**config.mk**
```make
export PLATFORM = sky130hd
export DESIGN_NAME = multicycle_control
export DESIGN_NICKNAME = d
export VERILOG_FILES = /design/src/rtl/multicycle_control.sv
export SDC_FILE = /design/constraint.sdc
export NUM_CORES = 1
export LEC_CHECK = 0
export ABC_CLOCK_PERIOD_IN_PS = 3300
export BUFFER_PORTS_ARGS = -buffer_cell sky130_fd_sc_hd__buf_2
export CORE_MARGIN = 8
export CORE_UTILIZATION = 50
export CTS_CLUSTER_SIZE = 25
export DETAILED_ROUTE_END_ITERATION = 8
export PLACE_DENSITY = 0.82
export SKIP_LAST_GASP = 1
export SLEW_MARGIN = 20
export SYNTH_ARGS = -nofsm -noshare
export SYNTH_HDL_FRONTEND = slang
export SYNTH_SLANG_ARGS = --single-unit
```
**constraint.sdc**
```tcl
create_clock -name clk -period 3.3 [get_ports clk]
set_input_delay 0 -clock clk [delete_from_list [all_inputs] [get_ports clk]]
set_output_delay 0 -clock clk [all_outputs]
set_load 0.01 [all_outputs]
```
**src/rtl/multicycle_control.sv**
```systemverilog
// multicycle_control: Moore main controller for the shared multicycle RV32I
// datapath. It sequences fetch, decode, execute, memory and writeback for
// R-type, load, store and branch instructions. Unsupported opcodes trap
// until reset.
// Optional build macro MEM_WAIT_EN adds the mem_ready port. FETCH, MEMREAD
// and MEMWRITE then stall until memory completes.
module multicycle_control (
  input  logic       clk,
  input  logic       rst_n,
  input  logic [6:0] opcode,
`ifdef MEM_WAIT_EN
  input  logic       mem_ready,
`endif
  output logic       PCWrite,
  output logic       PCWriteCond,
  output logic       PCSource,
  output logic       IorD,
  output logic       MemRead,
  output logic       MemWrite,
  output logic       IRWrite,
  output logic       MemtoReg,
  output logic       RegWrite,
  output logic       ALUSrcA,
  output logic [1:0] ALUSrcB,
  output logic [1:0] ALUOp,
  output logic       illegal,
  output logic       instr_done,
  output logic [3:0] state
);

  typedef enum logic [3:0] {
    S_FETCH    = 4'd0,
    S_DECODE   = 4'd1,
    S_MEMADR   = 4'd2,
    S_MEMREAD  = 4'd3,
    S_MEMWB    = 4'd4,
    S_MEMWRITE = 4'd5,
    S_EXECUTE  = 4'd6,
    S_ALUWB    = 4'd7,
    S_BRANCH   = 4'd8,
    S_TRAP     = 4'd9
  } state_t;

  localparam logic [6:0] OP_LOAD   = 7'b0000011;
  localparam logic [6:0] OP_STORE  = 7'b0100011;
  localparam logic [6:0] OP_RTYPE  = 7'b0110011;
  localparam logic [6:0] OP_BRANCH = 7'b1100011;

  // Datapath strobe bundle, built in one place and masked once during reset.
  typedef struct packed {
    logic       pc_write;
    logic       pc_write_cond;
    logic       pc_source;
    logic       iord;
    logic       mem_read;
    logic       mem_write;
    logic       ir_write;
    logic       mem_to_reg;
    logic       reg_write;
    logic       alu_src_a;
    logic [1:0] alu_src_b;
    logic [1:0] alu_op;
    logic       illegal;
    logic       instr_done;
  } ctrl_t;

  state_t     state_q, state_d;
  logic [6:0] op_q;
  logic       rdy;
  ctrl_t      ctl, ctl_o;

`ifdef MEM_WAIT_EN
  assign rdy = mem_ready;
`else
  assign rdy = 1'b1;
`endif

  // State register. The opcode is captured in DECODE so that MEMADR can
  // choose between load and store after IR contents move on.
  always_ff @(posedge clk or negedge rst_n) begin
    if (!rst_n) begin
      state_q <= S_FETCH;
      op_q    <= '0;
    end else begin
      state_q <= state_d;
      if (state_q == S_DECODE) op_q <= opcode;
    end
  end

  // Next-state and per-state strobe decode. The only live input is opcode
  // in DECODE, plus the mem_ready handshake when wait states are built in.
  always_comb begin
    state_d = state_q;
    ctl     = '0;
    case (state_q)
      S_FETCH: begin
        ctl.mem_read  = 1'b1;
        ctl.ir_write  = rdy;
        ctl.pc_write  = rdy;
        ctl.alu_src_b = 2'b01;
        if (rdy) state_d = S_DECODE;
      end
      S_DECODE: begin
        // The branch target is computed early into ALUOut.
        ctl.alu_src_b = 2'b10;
        case (opcode)
          OP_LOAD, OP_STORE: state_d = S_MEMADR;
          OP_RTYPE:          state_d = S_EXECUTE;
          OP_BRANCH:         state_d = S_BRANCH;
          default:           state_d = S_TRAP;
        endcase
      end
      S_MEMADR: begin
        ctl.alu_src_a = 1'b1;
        ctl.alu_src_b = 2'b10;
        state_d = (op_q == OP_STORE) ? S_MEMWRITE : S_MEMREAD;
      end
      S_MEMREAD: begin
        ctl.mem_read = 1'b1;
        ctl.iord     = 1'b1;
        if (rdy) state_d = S_MEMWB;
      end
      S_MEMWB: begin
        ctl.reg_write  = 1'b1;
        ctl.mem_to_reg = 1'b1;
        ctl.instr_done = 1'b1;
        state_d = S_FETCH;
      end
      S_MEMWRITE: begin
        ctl.mem_write  = 1'b1;
        ctl.iord       = 1'b1;
        ctl.instr_done = rdy;
        if (rdy) state_d = S_FETCH;
      end
      S_EXECUTE: begin
        ctl.alu_src_a = 1'b1;
        ctl.alu_op    = 2'b10;
        state_d = S_ALUWB;
      end
      S_ALUWB: begin
        ctl.reg_write  = 1'b1;
        ctl.instr_done = 1'b1;
        state_d = S_FETCH;
      end
      S_BRANCH: begin
        ctl.alu_src_a     = 1'b1;
        ctl.alu_op        = 2'b01;
        ctl.pc_write_cond = 1'b1;
        ctl.pc_source     = 1'b1;
        ctl.instr_done    = 1'b1;
        state_d = S_FETCH;
      end
      S_TRAP: begin
        // TRAP is a dead end; only reset leaves it, so illegal stays sticky.
        ctl.illegal = 1'b1;
      end
      default: state_d = S_FETCH;
    endcase
  end

  // Every output, including the debug state, reads zero while reset is held.
  assign ctl_o = rst_n ? ctl : '0;
  assign state = rst_n ? state_q : 4'd0;

  assign PCWrite     = ctl_o.pc_write;
  assign PCWriteCond = ctl_o.pc_write_cond;
  assign PCSource    = ctl_o.pc_source;
  assign IorD        = ctl_o.iord;
  assign MemRead     = ctl_o.mem_read;
  assign MemWrite    = ctl_o.mem_write;
  assign IRWrite     = ctl_o.ir_write;
  assign MemtoReg    = ctl_o.mem_to_reg;
  assign RegWrite    = ctl_o.reg_write;
  assign ALUSrcA     = ctl_o.alu_src_a;
  assign ALUSrcB     = ctl_o.alu_src_b;
  assign ALUOp       = ctl_o.alu_op;
  assign illegal     = ctl_o.illegal;
  assign instr_done  = ctl_o.instr_done;

endmodule

```
==> insert_results.sql, run 1 <==
INSERT INTO impl_metrics (metric_group, metric, value, unit) VALUES
('timing', 'period_needed', '1.67', 'ns'),
('routing', 'drt.antenna.violating_nets', '0', ''),
('logic_synthesis', 'synth.yosys.warnings', '0', ''),
('critical_path', 'crit_path_top_delay_cell', 'sky130_fd_sc_hd__nor4b_4', ''),
('logic_synthesis', 'post_synth_inst_count', '77', ''),
('power_and_ir_drop', 'power_density', '635', 'mW/mm^2'),
('critical_path', 'critPathRequiredTime', '3.44', 'ns'),
('timing', 'report.final.hold_viol_count', '0', ''),
('hold_path', 'min-delay-path-class', 'primary input to register', ''),
('floorplanning', 'core', '0.00144', 'sq mm'),
('floorplanning', 'starting_utilization_of_the_core_area', '51.0', '%'),
('global_route', 'grt_first_pass_wirelength', '2620', 'microns'),
('clock_network', 'cts_repair_resize_count', '0', ''),
('timing', 'crit_share_post_route', '50.5', '%'),
('run', 'maxCapViolCount', '0', ''),
('global_route', 'initial_antenna_violation_count', '0', ''),
('timing', 'largest_clock_skew_in_the_final_design', '0.00672', 'ns'),
('global_route', 'grt_overflow', '0', ''),
('clock_network', 'clock_slew_seen_by_the_registers_of_the_worst_setup_and_hold_paths', '0.07', 'ns'),
('logic_synthesis', 'synth_edf_count', '0', ''),
('critical_path', 'crit_fanout', '14', ''),
('final_layout', 'fill_cells', '127', ''),
('routing', 'avgViaCountPerCell', '5.41', ''),
('critical_path', 'worst_path_largest_cell_delay', '0.59', 'ns'),
('final_layout', 'antenna_cells', '0', ''),
('critical_path', 'endpoint_kind', 'register', ''),
('floorplanning', 'die_w', '54.3', 'microns'),
('logic_synthesis', 'yosysTopAreaCell', 'sky130_fd_sc_hd__dfrtp_1', ''),
('logic_synthesis', 'synth.ff_latch_count', '11', ''),
('critical_path', 'worstSetupPathDepth', '2', ''),
('logic_synthesis', 'yosys.cell_count.top_type', 'sky130_fd_sc_hd__dfrtp_1', ''),
('critical_path', 'ordered_list_of_cells_on_the_worst_path', 'nor4b_4 > mux2_2', ''),
('logic_synthesis', 'synth_top_area_share', '37.6', '%'),
('timing', 'rsz0062_at_grt', 'false', ''),
('logic_synthesis', 'mappedNetlistNets', '86', ''),
('timing', 'timing.hold.ws', '0.0216', 'ns'),
('place', 'detailedPlacementHpwl', '1230', 'microns'),
('clock_network', 'htreeDepth', '1', ''),
('global_route', 'maximum_number_of_pins_on_one_net_before_global_route_repair', '21', ''),
('clock_network', 'ctsLongestPathBuffers', '2', ''),
('routing', 'first_pass_iters', '4', ''),
('power_and_ir_drop', 'max-vdd-ir-drop', '0.000369', 'V'),
('run_status', 'run_status', 'complete, no violations', ''),
('clock_network', 'tritoncts', 'done', ''),
('routing', 'number_of_vias_in_the_routed_layout', '676', ''),
('clock_network', 'clock_tree.root_cell', 'sky130_fd_sc_hd__clkbuf_4', ''),
('global_route', 'grt_pass1_vias', '602', ''),
('critical_path', 'worst_r2r_path_depth', '2', ''),
('timing', 'fin_setup_tns', '0', 'ns'),
('floorplanning', 'num_io_pins', '29', ''),
('critical_path', 'critPathArrivalTime', '1.81', 'ns'),
('routing', 'wl', '1650', 'microns'),
('floorplanning', 'fp.dieArea', '0.00294', 'sq mm'),
('critical_path', 'crit_family', 'simple AND/OR/NAND/NOR gates', ''),
('global_route', 'grt_util_all_layers', '11.7', '%'),
('logic_synthesis', 'netlist_area', '732', 'sq um'),
('timing', 'max_slew_margin', '66.0', '%'),
('floorplanning', 'rows', '14', ''),
('clock_network', 'clock_sinks', '11', ''),
('final_layout', 'final_nets', '119', ''),
('place', 'port_buffers', '28', ''),
('place', 'gpl.final_weighted_congestion', '0.774', ''),
('final_layout', 'drive_above_1_share', '38.5', '%'),
('logic_synthesis', 'synth_commonest_cells', 'sky130_fd_sc_hd__dfrtp_1 (11), sky130_fd_sc_hd__nor2_1 (8), sky130_fd_sc_hd__mux2_2 (7)', ''),
('logic_synthesis', 'ys_seq_area_share', '37.6', '%'),
('timing', 'setup_viol_count_final', '0', ''),
('routing', 'dr.first_iter.drc_count', '6', ''),
('logic_synthesis', 'post_synth_arst_share', '100', '%'),
('routing', 'routedWlPerCell', '13.2', 'microns'),
('timing', 'report.final.slew_viol_count', '0', ''),
('clock_network', 'clk_latency_worst_skew_pair', '0.27', 'ns');
[cells in the final DEF (no fill, tap or decap), types with 3 or more instances in the layout]
cell | Yosys | routed
sky130_fd_sc_hd__and2_1 | 3 | 3
sky130_fd_sc_hd__buf_2 | 3 | 28
sky130_fd_sc_hd__clkbuf_4 | 0 | 3
sky130_fd_sc_hd__dfrtp_1 | 11 | 11
sky130_fd_sc_hd__dlygate4sd3_1 | 0 | 6
sky130_fd_sc_hd__inv_1 | 5 | 5
sky130_fd_sc_hd__mux2_2 | 7 | 7
sky130_fd_sc_hd__nand2_1 | 6 | 6
sky130_fd_sc_hd__nor2_1 | 8 | 8
sky130_fd_sc_hd__nor2b_1 | 3 | 3
sky130_fd_sc_hd__nor3_1 | 4 | 4
[final cells by class]
type,count,area [sq um],share of cell area (%)
inverters,5,18.8,1.99
clock buffers,4,26.3,2.78
repair buffers,34,200,21.2
flip-flops and latches,11,275,29.1
well taps,16,20.0,2.12
multi-input cells,55,404,42.8
[per-stage QoR]
step	cells	total power [mW]	area, sq um	setup slack (ns)	utilization (%)
finish	125	0.600	945	1.63	65.8
detailed placement	115	0.510	858	1.65	59.8
global placement	115	0.500	858	1.69	59.8
global route	125	0.644	945	1.55	65.8
CTS	125	0.608	945	1.64	65.8
floorplan	77	0.446	732	1.86	-
[logic make-up after synthesis]
logic type                share of synthesized area, %
muxes                                             10.8
and+or+nand+nor                                   30.1
DFF                                               37.6
AOI/OAI and AO/OA                                 12.0
xor gates and xnor gates                          2.39
buffers and inverters                             7.18
[layer usage]
layer	vias up	global-route usage (%)	wire length, microns
met1	305	13.5	690
met5	-	0	0
met3	2	2.99	219
met4	0	6.15	24
met2	29	19.5	717
li1	340	-	-
[power breakdown]
part / switching [mW] / leakage, nW / internal, mW
clock: 0.0418 / 0.0150 / 0.0467
sequential: 0.0651 / 0.128 / 0.191
combinational: 0.113 / 0.321 / 0.142
[sequential cells by signal (all words and copies together) (netlist names)]
register	cells
op_q	7
state_q	4
[worst paths after layout]
check / slack [ns] / startpoint / end
min reg2reg: 0.50 / op_q[1] / op_q[1]
min in group asynchronous: 0.17 / rst_n / state_q[3]
min: 0.02 / opcode[6] / op_q[6]
max: 1.63 / state_q[3] / op_q[0]
max in group asynchronous: 2.87 / rst_n / op_q[3]
max reg2reg: 1.63 / state_q[3] / op_q[0]
[timing repair]
item                                   4_1_cts  5_1_grt
hold buffers                                 6        0
setup buffers                                0        0
endpoints found under the hold margin       16        0
No activity file was read; power rests on OpenSTA's default activity.
==> run 2: changes to the inputs <==
- ABC_AREA: not set -> 1
- ABC_CLOCK_PERIOD_IN_PS: 3300 -> 1500
- CORE_ASPECT_RATIO: not set -> 1.2
- CORE_UTILIZATION: 50 -> 42
- PLACE_DENSITY: 0.82 -> 0.73
- clock period: 3.3 -> 1.5 ns (I/O delays scaled with it)
==> run 2 against run 1 <==
  * Highest routed layer unchanged
  * Hold slack lost 0.021 ns
  * Global-route usage is 0.63 points lower
  * Critical path depth up 4
  * First-iteration DRC count increased by 120%
  * Synthesized cell count rose by 42%
  * Cell area up 2.0%
  * Critical path type is now register to output port
  * Non-clock buffer count is 1 lower
==> insert_results.sql, run 2 <==
INSERT INTO impl_metrics (metric_group, metric, value, unit) VALUES
('logic_synthesis', 'yosysTopAreaCell', 'sky130_fd_sc_hd__dfrtp_1', ''),
('clock_network', 'clk_latency_worst_skew_pair', '0.27', 'ns'),
('hold_path', 'hold_path.startpoint', 'opcode[2]', ''),
('logic_synthesis', 'netlist_area', '749', 'sq um'),
('final_layout', 'largest_registers', 'op_q x7, state_q x4', ''),
('global_route', 'maximum_number_of_pins_on_one_net_before_global_route_repair', '13', ''),
('final_layout', 'top_library_cells_by_usage_in_the_layout_fill_and_taps_aside', 'sky130_fd_sc_hd__nand2_1 (28), sky130_fd_sc_hd__buf_2 (27), sky130_fd_sc_hd__inv_1 (20), sky130_fd_sc_hd__nor2_1 (14), sky130_fd_sc_hd__dfrtp_1 (11)', ''),
('critical_path', 'ordered_list_of_cells_on_the_worst_path', 'nor2_2 > inv_2 > nor2_8 > nor2_1 > nor2_1 > buf_2', ''),
('timing', 'setup_viol_count_final', '0', ''),
('final_layout', 'final_nets', '153', ''),
('timing', 'period_needed', '1.37', 'ns'),
('final_layout', 'final_area', '963', 'sq um'),
('timing', 'fin_setup_tns', '0', 'ns'),
('routing', 'routedWlPerCell', '11.0', 'microns'),
('clock_network', 'clock_slew_seen_by_the_registers_of_the_worst_setup_and_hold_paths', '0.06', 'ns'),
('place', 'detailedPlacementHpwl', '1450', 'microns'),
('floorplanning', 'starting_utilization_of_the_core_area', '45.1', '%'),
('timing', 'max_slew_margin', '82.0', '%'),
('logic_synthesis', 'post_synth_inst_count', '109', ''),
('global_route', 'grt_pass1_vias', '726', ''),
('critical_path', 'worstSetupStartpointType', 'register', ''),
('timing', 'crit_share_post_route', '91.2', '%'),
('critical_path', 'reg2reg_setup_slack', '0.33', 'ns'),
('floorplanning', 'core', '0.00166', 'sq mm'),
('critical_path', 'crit_path_top_delay_cell', 'sky130_fd_sc_hd__dfrtp_1', ''),
('final_layout', 'fill_cells', '157', ''),
('logic_synthesis', 'ys_seq_area_share', '36.7', '%'),
('timing', 'rsz0062_at_grt', 'false', ''),
('final_layout', 'final_common_cell', 'sky130_fd_sc_hd__nand2_1', ''),
('clock_network', 'clock_tree.root_cell', 'sky130_fd_sc_hd__clkbuf_4', ''),
('routing', 'first_pass_iters', '4', ''),
('logic_synthesis', 'synth.ff_latch_count', '11', ''),
('critical_path', 'path_class', 'register to output port', ''),
('logic_synthesis', 'synth.yosys.warnings', '0', ''),
('global_route', 'grt_util_all_layers', '11.1', '%'),
('power_and_ir_drop', 'max-vdd-ir-drop', '0.000844', 'V'),
('critical_path', 'endpoint_kind', 'output port', ''),
('critical_path', 'crit_family', 'simple AND/OR/NAND/NOR gates', ''),
('routing', 'number_of_vias_in_the_routed_layout', '769', ''),
('floorplanning', 'die-height', '62.3', 'microns'),
('hold_path', 'min_delay_worst_endpoint', 'op_q[2]', ''),
('critical_path', 'crit_fanout', '8', ''),
('floorplanning', 'die_w', '54.6', 'microns'),
('logic_synthesis', 'synth_edf_count', '0', ''),
('power_and_ir_drop', 'power_density', '1570', 'mW/mm^2'),
('routing', 'avgViaCountPerCell', '4.78', ''),
('timing', 'report.final.slew_viol_count', '0', ''),
('clock_network', 'htreeDepth', '1', ''),
('global_route', 'initial_antenna_violation_count', '0', ''),
('place', 'port_buffers', '28', ''),
('critical_path', 'worst_path_most_repeated_cell', 'sky130_fd_sc_hd__nor2_1', ''),
('floorplanning', 'num_io_pins', '29', ''),
('hold_path', 'min-delay-path-class', 'primary input to register', ''),
('logic_synthesis', 'synth_commonest_cells', 'sky130_fd_sc_hd__nand2_1 (28), sky130_fd_sc_hd__inv_1 (20), sky130_fd_sc_hd__nor2_1 (14)', ''),
('global_route', 'grt_first_pass_wirelength', '2950', 'microns'),
('critical_path', 'worst_r2r_startpoint', 'state_q[3]', ''),
('final_layout', 'antenna_cells', '0', ''),
('final_layout', 'register_area', '275', 'sq um'),
('routing', 'dr_wl_met3', '142', 'microns'),
('critical_path', 'critPathRequiredTime', '1.50', 'ns'),
('clock_network', 'cts_made_buffers', '3', ''),
('timing', 'report.final.hold_viol_count', '0', ''),
('floorplanning', 'rows', '16', ''),
('routing', 'drt.antenna.violating_nets', '0', ''),
('logic_synthesis', 'yosys.cell_count.top_type', 'sky130_fd_sc_hd__nand2_1', ''),
('routing', 'dr.first_iter.drc_count', '13', ''),
('critical_path', 'critPathArrivalTime', '1.37', 'ns'),
('logic_synthesis', 'post_synth_arst_share', '100', '%'),
('critical_path', 'rr_endpoint', 'op_q[2]', ''),
('routing', 'highest-signal-layer', 'met4', ''),
('timing', 'max_freq', '731', 'MHz'),
('place', 'gpl.final_weighted_congestion', '0.855', ''),
('routing', 'post-route-drc-count', '0', ''),
('logic_synthesis', 'mappedNetlistNets', '118', ''),
('logic_synthesis', 'synth_top_area_share', '36.7', '%'),
('final_layout', 'area_of_combinational_cells_with_multiple_inputs', '363', 'sq um'),
('clock_network', 'tritoncts', 'done', ''),
('final_layout', 'largest_register_ffs', '7', ''),
('place', 'placement.cell_area', '893', 'sq um'),
('timing', 'timing.hold.ws', '0.000457', 'ns'),
('clock_network', 'ctsLongestPathBuffers', '2', ''),
('final_layout', 'drive_above_1_share', '32.2', '%'),
('timing', 'largest_clock_skew_in_the_final_design', '0.00784', 'ns'),
('logic_synthesis', 'synthFlopType', 'sky130_fd_sc_hd__dfrtp_1', ''),
('final_layout', 'areaGrowthSynthToFinish', '28.5', '%'),
('clock_network', 'clock_sinks', '11', ''),
('critical_path', 'worst_r2r_path_depth', '6', ''),
('logic_synthesis', 'yosys-top-cells-area', 'sky130_fd_sc_hd__dfrtp_1 (37%), sky130_fd_sc_hd__nand2_1 (14%), sky130_fd_sc_hd__inv_1 (10%)', ''),
('run', 'maxCapViolCount', '0', ''),
('routing', 'met1_length', '676', 'microns'),
('power_and_ir_drop', 'power.static_leakage', '0.605', 'nW'),
('run_status', 'run_status', 'complete, no violations', ''),
('global_route', 'grt_overflow', '0', ''),
('routing', 'detailroute.wirelength.met2', '933', 'microns'),
('logic_synthesis', 'syn_area_per_cell', '6.88', 'sq um'),
('hold_path', 'min_delay_path_depth', '3', ''),
('floorplanning', 'fp.dieArea', '0.00340', 'sq mm'),
('routing', 'wl', '1770', 'microns'),
('critical_path', 'worst_path_largest_cell_delay', '0.42', 'ns'),
('logic_synthesis', 'synth_cell_type_count', '20', ''),
('critical_path', 'critical_path_buf_inv_count', '2', ''),
('timing', 'tightest_slew', '0.270', 'ns'),
('final_layout', 'largest-register', 'op_q', '');
-- run 2: cell type report --
class | instances | share of cell area (%)
flip-flops and latches | 11 | 28.6
multi-input cells | 73 | 37.7
clock buffers | 3 | 2.34
clock inverters | 1 | 0.519
inverters | 22 | 8.83
repair buffers | 33 | 19.7
well taps | 18 | 2.34
-- run 2: routing by layer --
| metal | up-vias | global-route usage, % |
|---|---|---|
| met5 | - | 0 |
| met4 | 0 | 3.70 |
| met3 | 2 | 4.52 |
| met2 | 22 | 20.0 |
| met1 | 342 | 10.4 |
| li1 | 403 | - |
-- run 2: worst max-delay path by stage --
stage / startpoint / to / slack (ns) / depth (start not counted)
2_1_floorplan: state_q[3] / op_q[4] / 0.35 / 7
3_5_place_dp: state_q[3] / op_q[2] / 0.35 / 6
6_report: state_q[3] / ALUSrcB[1] / 0.13 / 6
5_1_grt: state_q[0] / ALUSrcA / 0.01 / 6
4_1_cts: state_q[3] / ALUSrcB[1] / 0.12 / 6
3_3_place_gp: state_q[3] / op_q[3] / 0.37 / 6
-- run 2: worst register-to-register path, cell delays in order, from the launching register on --
cell	delay, ns
sky130_fd_sc_hd__dfrtp_1	0.42
sky130_fd_sc_hd__nor2_2	0.17
sky130_fd_sc_hd__inv_2	0.08
sky130_fd_sc_hd__nor2_8	0.14
sky130_fd_sc_hd__inv_4	0.10
sky130_fd_sc_hd__nand2_1	0.08
sky130_fd_sc_hd__o21ai_2	0.05
-- run 2: logic make-up after synthesis --
kind of cell	after synthesis	share of synthesized area [%]
AO/OA/AOI/OAI	9	8.68
buffers and inverters	25	14.9
AND/OR/NAND/NOR	64	39.7
flip-flops	11	36.7
-- run 2: power by group --
group	switching [mW]	internal (mW)
Clock	0.103	0.0988
Sequential	0.108	0.422
Combinational	0.485	0.291
-- run 2: through the flow --
stage               power [mW]  setup WS [ns]  std cells  utilization (%)
finish                    1.51          0.132        161             58.0
global route              1.64         0.0128        161             58.0
CTS                       1.52          0.125        161             57.8
detailed placement        1.31          0.346        153             53.8
global placement          1.29          0.369        153             53.8
floorplan                 1.14          0.353        109                -
-- run 2: what timing repair did --
item,in CTS,in global routing
endpoints found under the hold margin,14,0
hold buffers,4,0
buffers inserted,0,0
resized for setup,0,1
setup endpoints to repair,0,1
==> run 3: changes to the inputs <==
- CELL_PAD_IN_SITES_DETAIL_PLACEMENT: not set -> 1
- CELL_PAD_IN_SITES_GLOBAL_PLACEMENT: not set -> 1
- CORE_UTILIZATION: 42 -> 29
- PLACE_DENSITY: 0.73 -> not set
- PLACE_DENSITY_LB_ADDON: not set -> 0.1
==> run 3 against run 2 <==
  * Non-clock buffer count up 1
  * Wire length up 22%
  * Highest routed layer is now met3
  * First-iteration DRC count down 15%
  * Global-route usage down 1.1 points
  * Largest power group unchanged
  * Count of clock-buffer cells in the layout up 1
==> insert_results.sql, run 3 (synthesis gave the netlist of run 2 again) <==
INSERT INTO impl_metrics (metric_group, metric, value, unit) VALUES
('run_status', 'run_status', 'complete, no violations', ''),
('global_route', 'maximum_number_of_pins_on_one_net_before_global_route_repair', '14', ''),
('final_layout', 'largest_registers', 'op_q x7, state_q x4', ''),
('floorplanning', 'starting_utilization_of_the_core_area', '30.0', '%'),
('hold_path', 'min-delay-path-class', 'primary input to register', ''),
('clock_network', 'clk_latency_worst_skew_pair', '0.27', 'ns'),
('floorplanning', 'num_io_pins', '29', ''),
('final_layout', 'largest_register_ffs', '7', ''),
('timing', 'period_needed', '1.39', 'ns'),
('global_route', 'grt_util_all_layers', '9.99', '%'),
('routing', 'dr.first_iter.drc_count', '11', ''),
('final_layout', 'final_common_cell', 'sky130_fd_sc_hd__nand2_1', ''),
('final_layout', 'top_library_cells_by_usage_in_the_layout_fill_and_taps_aside', 'sky130_fd_sc_hd__nand2_1 (28), sky130_fd_sc_hd__buf_2 (27), sky130_fd_sc_hd__inv_1 (20), sky130_fd_sc_hd__nor2_1 (13)', ''),
('clock_network', 'clock_tree.root_cell', 'sky130_fd_sc_hd__clkbuf_4', ''),
('routing', 'highest-signal-layer', 'met3', ''),
('timing', 'rsz0062_at_grt', 'true', ''),
('floorplanning', 'die-height', '71.7', 'microns'),
('floorplanning', 'die_w', '62.4', 'microns'),
('global_route', 'grt_overflow', '0', ''),
('final_layout', 'areaGrowthSynthToFinish', '33.4', '%'),
('timing', 'max_freq', '717', 'MHz'),
('routing', 'avgViaCountPerCell', '4.29', ''),
('final_layout', 'fin_cells', '177', ''),
('final_layout', 'largest-register', 'op_q', ''),
('critical_path', 'critPathRequiredTime', '1.50', 'ns'),
('power_and_ir_drop', 'max-vdd-ir-drop', '0.000586', 'V'),
('critical_path', 'path_class', 'register to output port', ''),
('routing', 'met1_length', '881', 'microns'),
('routing', 'routedWlPerCell', '12.2', 'microns'),
('timing', 'largest_clock_skew_in_the_final_design', '0.00357', 'ns'),
('timing', 'final.setup.worst_slack', '0.106', 'ns'),
('routing', 'number_of_vias_in_the_routed_layout', '760', ''),
('routing', 'detailroute.wirelength.met2', '1110', 'microns'),
('clock_network', 'buffer_count_from_post_cts_setup_fixing', '0', ''),
('timing', 'report.final.slew_viol_count', '0', ''),
('clock_network', 'clock_slew_seen_by_the_registers_of_the_worst_setup_and_hold_paths', '0.07', 'ns'),
('critical_path', 'crit_fanout', '5', ''),
('timing', 'max_slew_margin', '76.0', '%'),
('routing', 'drt.antenna.violating_nets', '0', ''),
('place', 'detailedPlacementHpwl', '1790', 'microns'),
('place', 'port_buffers', '28', ''),
('clock_network', 'cts_made_buffers', '3', ''),
('routing', 'first_pass_iters', '4', ''),
('clock_network', 'tritoncts', 'done', ''),
('floorplanning', 'fp.dieArea', '0.00447', 'sq mm'),
('global_route', 'initial_antenna_violation_count', '0', ''),
('timing', 'tightest_slew', '0.360', 'ns'),
('power_and_ir_drop', 'power.static_leakage', '0.606', 'nW'),
('critical_path', 'critPathArrivalTime', '1.39', 'ns'),
('clock_network', 'htreeDepth', '1', ''),
('final_layout', 'drive_above_1_share', '32.6', '%'),
('clock_network', 'ctsLongestPathBuffers', '2', ''),
('routing', 'wl', '2160', 'microns'),
('place', 'pre_cts_slack', '0.256', 'ns'),
('place', 'placement.cell_area', '912', 'sq um'),
('critical_path', 'worstSetupStartpointType', 'register', ''),
('timing', 'setup_viol_count_final', '0', ''),
('timing', 'report.final.hold_viol_count', '0', ''),
('timing', 'crit_share_post_route', '92.9', '%'),
('global_route', 'grt_pass1_vias', '803', ''),
('floorplanning', 'core', '0.00250', 'sq mm'),
('run', 'maxCapViolCount', '0', ''),
('global_route', 'grt_first_pass_wirelength', '3710', 'microns'),
('floorplanning', 'rows', '20', ''),
('final_layout', 'antenna_cells', '0', ''),
('power_and_ir_drop', 'power_density', '1550', 'mW/mm^2'),
('critical_path', 'endpoint_kind', 'output port', ''),
('routing', 'dr_wl_met3', '163', 'microns'),
('final_layout', 'final_area', '1000', 'sq um'),
('place', 'placed_cells_incl_taps', '168', ''),
('final_layout', 'fill_cells', '355', ''),
('final_layout', 'final_nets', '154', ''),
('routing', 'post-route-drc-count', '0', ''),
('place', 'gpl.final_weighted_congestion', '0.714', ''),
('clock_network', 'clock_sinks', '11', '');
[run 3: cell types whose count changed in the layout (fill, tap and decap cells not counted)]
cell | previous run | this run
sky130_fd_sc_hd__nor2_4 | 0 | 1
sky130_fd_sc_hd__dfrtp_2 | 0 | 1
sky130_fd_sc_hd__dfrtp_1 | 11 | 10
sky130_fd_sc_hd__clkinv_2 | 1 | 0
sky130_fd_sc_hd__clkbuf_1 | 0 | 1
sky130_fd_sc_hd__dlygate4sd3_1 | 4 | 5
sky130_fd_sc_hd__nor2_1 | 14 | 13
[run 3: final timing paths]
kind                         endpoint        from  slack, ns  cells past startpoint
hold reg to reg               op_q[1]     op_q[1]       0.47                      2
setup / recovery           ALUSrcB[1]  state_q[3]       0.11                      6
min in group asynchronous     op_q[6]       rst_n       0.12                      2
hold / removal                op_q[6]   opcode[6]       0.02                      3
setup reg to reg              op_q[3]  state_q[3]       0.31                      6
max in group asynchronous     op_q[3]       rst_n       1.05                      3
[run 3: power breakdown]
| part | total [mW] | switching [mW] | internal, mW |
|---|---|---|---|
| logic | 0.805 | 0.504 | 0.301 |
| registers | 0.540 | 0.115 | 0.425 |
| clock network | 0.207 | 0.104 | 0.103 |
[run 3: what timing repair did]
| action | in CTS | in global routing |
|---|---|---|
| hold buffers | 5 | 0 |
| resized for setup | 0 | 4 |
| endpoints found under the hold margin | 15 | 0 |
| setup endpoints to repair | 0 | 5 |
[run 3: cell type report]
cell class / instances / area, sq um / share of cell area (%)
sequential: 11 / 277 / 27.7
tap: 33 / 41.3 / 4.13
clock buffer: 4 / 26.3 / 2.63
timing repair buffer: 34 / 200 / 20.0
inverter: 22 / 85.1 / 8.51
multi-input combinational: 73 / 370 / 37.0
[run 3: through the flow]
stage / total power [mW] / TNS [ns] / utilization, % / hold WS, ns
3_3_place_gp: 1.32 / 0 / 36.4 / -0.123
2_1_floorplan: 1.14 / 0 / - / -0.296
6_report: 1.55 / 0 / 40.0 / 0.0184
4_1_cts: 1.56 / 0 / 39.5 / 0.0236
5_1_grt: 1.70 / -0.0357 / 40.0 / 0.0358
3_5_place_dp: 1.34 / 0 / 36.4 / -0.116
[run 3: metal layers]
| metal | GRT usage [%] | up-vias |
|---|---|---|
| met5 | 0 | - |
| met4 | 2.28 | 0 |
| met3 | 3.90 | 0 |
| met2 | 18.3 | 20 |
| met1 | 10.5 | 344 |
| li1 | - | 396 |
[run 3: critical path, cell delays in order (launching register included)]
cell and delay, ns:
sky130_fd_sc_hd__dfrtp_2 0.46, sky130_fd_sc_hd__nor2_4 0.15, sky130_fd_sc_hd__inv_2 0.08, sky130_fd_sc_hd__nor2_1 0.14, sky130_fd_sc_hd__nor2_1 0.07, sky130_fd_sc_hd__nor2_1 0.08, sky130_fd_sc_hd__buf_2 0.14
